File: src/rtl/regmap_write_arbiter.sv
`timescale 1ns/1ps
// ---------------------------------------------------------------------------
// regmap_write_arbiter
//
// Purpose:
//   Shares the single write port of the accelerator register map between the
//   CPU MMIO store path and the accelerator engine writeback. It arbitrates
//   round-robin, lets the CPU lock out the accelerator, and checks the address
//   range and the CPU-only control registers. Every output is registered, so
//   reg_write/write_reg/write_data can drive the register map directly.
//
// Ports:
//   clk, rst_n                  clock (rising edge), async active-low reset
//   cpu_req/addr/wdata          CPU write request, held until cpu_ack
//   cpu_lock                    1 = accelerator requests are not eligible
//   cpu_ack, cpu_err            one-cycle completion pulse, error flag
//   acc_req/addr/wdata          accelerator write request, held until acc_ack
//   acc_ack, acc_err            one-cycle completion pulse, error flag
//   reg_write/write_reg/data    register-map write port
//   last_grant                  0 = CPU, 1 = accelerator; last requester served
//
// Handshake (both requesters): a requester raises req with addr/wdata and
// holds all three stable until it sees ack. The ack is a single-cycle pulse
// one cycle after the grant. err is valid only while ack is high. A requester
// whose ack is high is not eligible in that cycle, so the still-held request
// cannot be granted twice.
// ---------------------------------------------------------------------------
module regmap_write_arbiter #(
    parameter int NUM_REGS  = 48,
    parameter int ADDR_W    = 6,
    parameter int DATA_W    = 32,
    parameter int CTRL_REGS = 8
) (
    input  logic              clk,
    input  logic              rst_n,
    input  logic              cpu_req,
    input  logic [ADDR_W-1:0] cpu_addr,
    input  logic [DATA_W-1:0] cpu_wdata,
    input  logic              cpu_lock,
    output logic              cpu_ack,
    output logic              cpu_err,
    input  logic              acc_req,
    input  logic [ADDR_W-1:0] acc_addr,
    input  logic [DATA_W-1:0] acc_wdata,
    output logic              acc_ack,
    output logic              acc_err,
    output logic              reg_write,
    output logic [ADDR_W-1:0] write_reg,
    output logic [DATA_W-1:0] write_data,
    output logic              last_grant
);

    // Limits are widened by one bit so that NUM_REGS == 2**ADDR_W still fits.
    localparam logic [ADDR_W:0] NUM_REGS_W  = (ADDR_W+1)'(NUM_REGS);
    localparam logic [ADDR_W:0] CTRL_REGS_W = (ADDR_W+1)'(CTRL_REGS);

    // Round-robin pointer: 0 = CPU preferred on contention, 1 = accelerator.
    logic              rr_ptr;

    logic              cpu_elig;
    logic              acc_elig;
    logic              grant_cpu;
    logic              grant_acc;
    logic              grant_any;
    logic [ADDR_W-1:0] win_addr;
    logic [DATA_W-1:0] win_data;
    logic              win_range_bad;
    logic              win_prot_bad;
    logic              win_ok;

    always_comb begin
        cpu_elig  = cpu_req & ~cpu_ack;
        acc_elig  = acc_req & ~acc_ack & ~cpu_lock;

        // A lone eligible requester always wins; rr_ptr only breaks ties.
        grant_cpu = cpu_elig & (~acc_elig | ~rr_ptr);
        grant_acc = acc_elig & (~cpu_elig |  rr_ptr);
        grant_any = grant_cpu | grant_acc;

        win_addr  = grant_acc ? acc_addr  : cpu_addr;
        win_data  = grant_acc ? acc_wdata : cpu_wdata;

        win_range_bad = ({1'b0, win_addr} >= NUM_REGS_W);
        win_prot_bad  = grant_acc & ({1'b0, win_addr} < CTRL_REGS_W);
        win_ok        = grant_any & ~win_range_bad & ~win_prot_bad;
    end

    always_ff @(posedge clk or negedge rst_n) begin
        if (!rst_n) begin
            rr_ptr     <= 1'b0;
            cpu_ack    <= 1'b0;
            cpu_err    <= 1'b0;
            acc_ack    <= 1'b0;
            acc_err    <= 1'b0;
            reg_write  <= 1'b0;
            write_reg  <= '0;
            write_data <= '0;
            last_grant <= 1'b0;
        end else begin
            cpu_ack   <= grant_cpu;
            cpu_err   <= grant_cpu & ~win_ok;
            acc_ack   <= grant_acc;
            acc_err   <= grant_acc & ~win_ok;
            reg_write <= win_ok;

            // Address/data only move on a real write; rejected requests leave
            // the last written address and data visible.
            if (win_ok) begin
                write_reg  <= win_addr;
                write_data <= win_data;
            end

            // Rejected requests still count as a grant for fairness.
            if (grant_any) begin
                last_grant <= grant_acc;
                rr_ptr     <= ~grant_acc;
            end
        end
    end

endmodule

File: config.mk
export PLATFORM = sky130hd
export DESIGN_NAME = regmap_write_arbiter
export DESIGN_NICKNAME = d
export VERILOG_FILES = /design/src/rtl/regmap_write_arbiter.sv
export SDC_FILE = /design/constraint.sdc
export NUM_CORES = 1
export LEC_CHECK = 0
export ABC_CLOCK_PERIOD_IN_PS = 2100
export CAP_MARGIN = 25
export CORE_MARGIN = 3
export CORE_UTILIZATION = 38
export CTS_CLUSTER_SIZE = 16
export DETAILED_ROUTE_END_ITERATION = 10
export HOLD_SLACK_MARGIN = 0.15
export PLACE_DENSITY = 0.8
export SLEW_MARGIN = 20
export SYNTH_ARGS = -nofsm -noshare
export SYNTH_HDL_FRONTEND = slang
export SYNTH_SLANG_ARGS = --single-unit
File: constraint.sdc
create_clock -name clk -period 2.1 [get_ports clk]
set_input_delay 0.42 -clock clk [delete_from_list [all_inputs] [get_ports clk]]
set_output_delay 0.42 -clock clk [all_outputs]
set_load 0.01 [all_outputs]
# [Word-level counts from Yosys, hierarchy flattened]
# Cells that the tools add are included.
[classes] bitwise=23 order_cmp=2 n_mux=2
[op_table] op="$mux W32" n=1
[op_table] op="$and A1 B1 Y1" n=10
[op_table] op="$not A1 Y1" n=10
[op_table] op="$ge A6 B6 Y1 const B" n=1
[op_table] op="$lt A6 B4 Y1 const B" n=1
[op_table] op="$mux W6" n=1
[op_table] op="$or A1 B1 Y1" n=3
[totals] in_bits=81 regBits=45 elab_cells=36

# [Logic depth before layout (Yosys ltp)]
[depth] depth_word=12 mapped_depth=7 mapped_depth_nobuf=4

# [Least setup slack after synthesis]
# Ideal clock, no wire load.
[synth_path] path_type="in2reg" start="input cpu_lock" end="register write_data[0]" path_slack_ns=0.295 required_ns=1.975 arrival_time_ns=1.680 path_stages=6 path_buffers=2 cell_sequence="nor3b_2 o21a_1 buf_6 buf_2 mux2_2 mux2_2"
[synth_between] elab_chain_len=8
[synth_rtl] item="start: declaration" line="39" rtl="input logic cpu_lock,"
[synth_rtl] item="$not A1 Y1 (*)" line="73" rtl="acc_elig = acc_req & ~acc_ack & ~cpu_lock;"
[synth_rtl] item="$and A1 B1 Y1 (*)" line="73"
[synth_rtl] item="$and A1 B1 Y1 or $not A1 Y1 (tied branches)" line="77, 76"
[synth_rtl] item="$mux W6 or $or A1 B1 Y1 (tied branches)" line="80, 76"
[synth_rtl] item="$ge A6 B6 Y1, or another cell as far along" line="83" rtl="win_range_bad = ({1'b0, win_addr} >= NUM_REGS_W);"
[synth_rtl] item="$not A1 Y1, or another cell as far along" line="85" rtl="win_ok = grant_any & ~win_range_bad & ~win_prot_bad;"
[synth_rtl] item="$and A1 B1 Y1 or $not A1 Y1 (tied branches)" line="85"
[synth_rtl] item="$and A1 B1 Y1" line="85"
[synth_rtl] item="end signal: assignment" line="110" rtl="write_data <= win_data;"
[synth_rtl] item="end: declaration" line="49" rtl="output logic [DATA_W-1:0] write_data,"
# Every way passes the cells marked *; elsewhere a longest branch is shown, timed or not.
# A chain may end at the register's enable or synchronous reset.

# [Final worst setup path]
[layout_path] start="input acc_req" end="register write_data[25]"
[layout_between] elab_chain_len=8
[layout_rtl] item="start: declaration" line="42" rtl="input logic acc_req,"
[layout_rtl] item="$and A1 B1 Y1 (*) (2 in a row)" line="73"
[layout_rtl] item="$and A1 B1 Y1 or $not A1 Y1 (tied branches)" line="77, 76"
[layout_rtl] item="$mux W6 or $or A1 B1 Y1 (tied branches)" line="80, 76"
[layout_rtl] item="$ge A6 B6 Y1, or another cell as far along" line="83"
[layout_rtl] item="$not A1 Y1, or another cell as far along" line="85"
[layout_rtl] item="$and A1 B1 Y1 or $not A1 Y1 (tied branches)" line="85"
[layout_rtl] item="$and A1 B1 Y1" line="85"
# Marked as above.

==> flow_summary.ini <==
[timing]
post-route-min-period_ps = 1990
hold_viol = 0
hold_ws_ps = 486
setup_violations = 0
period_share_pct = 95.0
fmax_mhz = 501
worst_pin_slew_ps = 496
rsz0062_at_grt = no
slew_violations = 0
fin_setup_tns_ps = 0
skew_ps = 2.62
slew_headroom_pct = 66.9

[synthesis]
synth_area_um2 = 2170
ys_seq_area_share_pct = 51.8
synth_area_leaders = dfrtp_1 (52%), mux2_2 (35%), mux2_4 (6.2%), buf_6 (1.6%), buf_2 (1.4%)
synth_top_area_share_pct = 51.8
syn_inst = 142
synth_seq_cells = 45
synth_area_per_cell_um2 = 15.3
synth_top_area_cell = dfrtp_1
synth.distinct_cells = 15
synth_nets = 223
yosys_warnings = 0

[finish]
fillCellCount = 376
nNetsFinal = 357
antennaDiodeCount = 0
largest_reg_flops = 32
drive_gt1_share_pct = 36.1
syn2layout_area_growth_pct = 72.6

[worst_hold_path]
worstHoldPathType = register to register
min_from = last_grant

[grt]
use_met1_pct = 20.2
grt_remaining_overflow = 0
grt_pass1_wl_um = 8880
antenna_found_initial = 0
grt_start_max_net_pins = 26
use_met2_pct = 32.1
use_met3_pct = 6.80
busiest_layer = met2
grt_use_total_pct = 18.0
grt_pass1_vias = 1709

[floorplanning]
fp.dieArea_um2 = 6660
chipHeight_um = 81.6
ios = 125
num_rows = 26
start_util_pct = 41.0
fp.dieW_um = 81.6
coreArea_um2 = 5300

[power]
leakage_uw = 0.00153
p_per_area_nw_per_um2 = 825
p_total_uw = 3090
vdd_drop_max_v = 0.000389

[placement]
port_buffers = 124
routabilityCongestion = 0.716
place_hpwl_um = 4780

[setup_path]
r2r_setup_slack_ps = 260
cp.required_ps = 2280
worstSetupEndpoint = write_data[25]
r2r_start = acc_ack
startpoint_type = primary input
r2r-end = write_data[25]
worst_ep_arrival_time_ps = 2180
end_kind = register
ff2ff_path_depth = 5
cp_max_fo = 15
crit_start = acc_req
path_class = primary input to register

[detailed_routing]
wire_per_inst_um = 17.2
firstDrtPassIters = 2
routed_wl_um = 5960
drtAntennaViolNets = 0
first_iter_violations = 41
dr_total_vias = 1650
drc = 0
vias_per_cell = 4.76

[clocking]
cts-root-buf = clkbuf_8
htreeDepth = 2
cts_buffer_depth = 2
numCtsBuffers = 5
post_cts_buffers = 0
cts_tree = yes
cts.sinks = 45
clk_pin_slew_ps = 80
clk_latency_ps = 290

[outcome]
status = finished, final reports clean

[job]
maxCapViolCount = 0
-- cell usage after synthesis --
| master | instances |
|---|---|
| nor3b_2 | 1 |
| nand2b_4 | 1 |
| a21oi_1 | 1 |
| a21o_1 | 2 |
| nor2_1 | 1 |
| mux2_4 | 9 |
| nor2b_1 | 1 |
| mux2_2 | 67 |
| buf_6 | 3 |
| mux2i_1 | 1 |
| dfrtp_1 | 45 |
| buf_2 | 6 |
| a221oi_1 | 1 |
| o21a_1 | 1 |
| nor3_1 | 2 |
-- per-stage QoR --
step	area, um^2	util [%]	setup WS (ps)	cells
4_1_cts	3750	70.7	86.1	347
3_3_place_gp	3600	68.0	-211	338
3_5_place_dp	3600	68.0	-246	338
2_1_floorplan	2170	-	295	142
5_1_grt	3750	70.7	19.0	347
6_report	3750	70.7	105	347
-- metal layers --
layer  vias up  share of wire, %
met5         -                 0
met4         0              0.92
met3         6                11
met2        76                50
li1        776                 -
met1       792                38
-- critical path, cell delays in order --
cell             delay (ps)
clkdlybuf4s50_1         440
nor3b_2                 240
o21a_2                  290
buf_12                  170
mux2_2                  350
mux2_2                  260
-- report_power, final --
group          total [uW]  internal (uW)  switching (uW)
clock network         763            473             290
registers            1170           1070             101
logic                1160            779             377
-- layout by cell type, fill, tap and decap left out, types with 2 or more instances in the layout --
master	count
bufinv_16	2
mux2_2	67
clkbuf_8	5
buf_4	4
clkdlybuf4s50_1	123
nor3_1	2
buf_12	7
dfrtp_1	45
mux2_4	9
-- worst min-delay path by stage --
stage | cells after the start | slack (ps) | to
global placement | 1 | 410 | write_reg[0]
finish | 1 | 490 | last_grant
floorplan | 0 | 120 | acc_ack
CTS | 1 | 490 | last_grant
global route | 1 | 520 | last_grant
detailed placement | 1 | 410 | write_reg[0]
-- kinds of logic after synthesis --
logic type / after synthesis / share of synthesized area, %
AOI/OAI and AO/OA: 5 / 1.67
buffers and inverters: 9 / 2.94
DFF: 45 / 51.8
muxes: 77 / 41.4
and+or+nand+nor: 6 / 2.13
-- what timing repair did --
item | in CTS | in global routing
setup endpoints to repair | 0 | 0
resized for setup | 0 | 0
hold buffers | 1 | 0
endpoints found under the hold margin | 20 | 0
-- layout make-up --
| type | count | area (um^2) | area share (%) |
|---|---|---|---|
| Timing Repair Buffer | 136 | 1420 | 37.8 |
| Sequential cell | 45 | 1130 | 30.0 |
| Multi-Input combinational cell | 88 | 985 | 26.3 |
| Tap cell | 70 | 87.6 | 2.34 |
| Clock buffer | 5 | 68.8 | 1.84 |
| Clock inverter | 3 | 65.1 | 1.74 |
(Power assumes the default switching activity.)
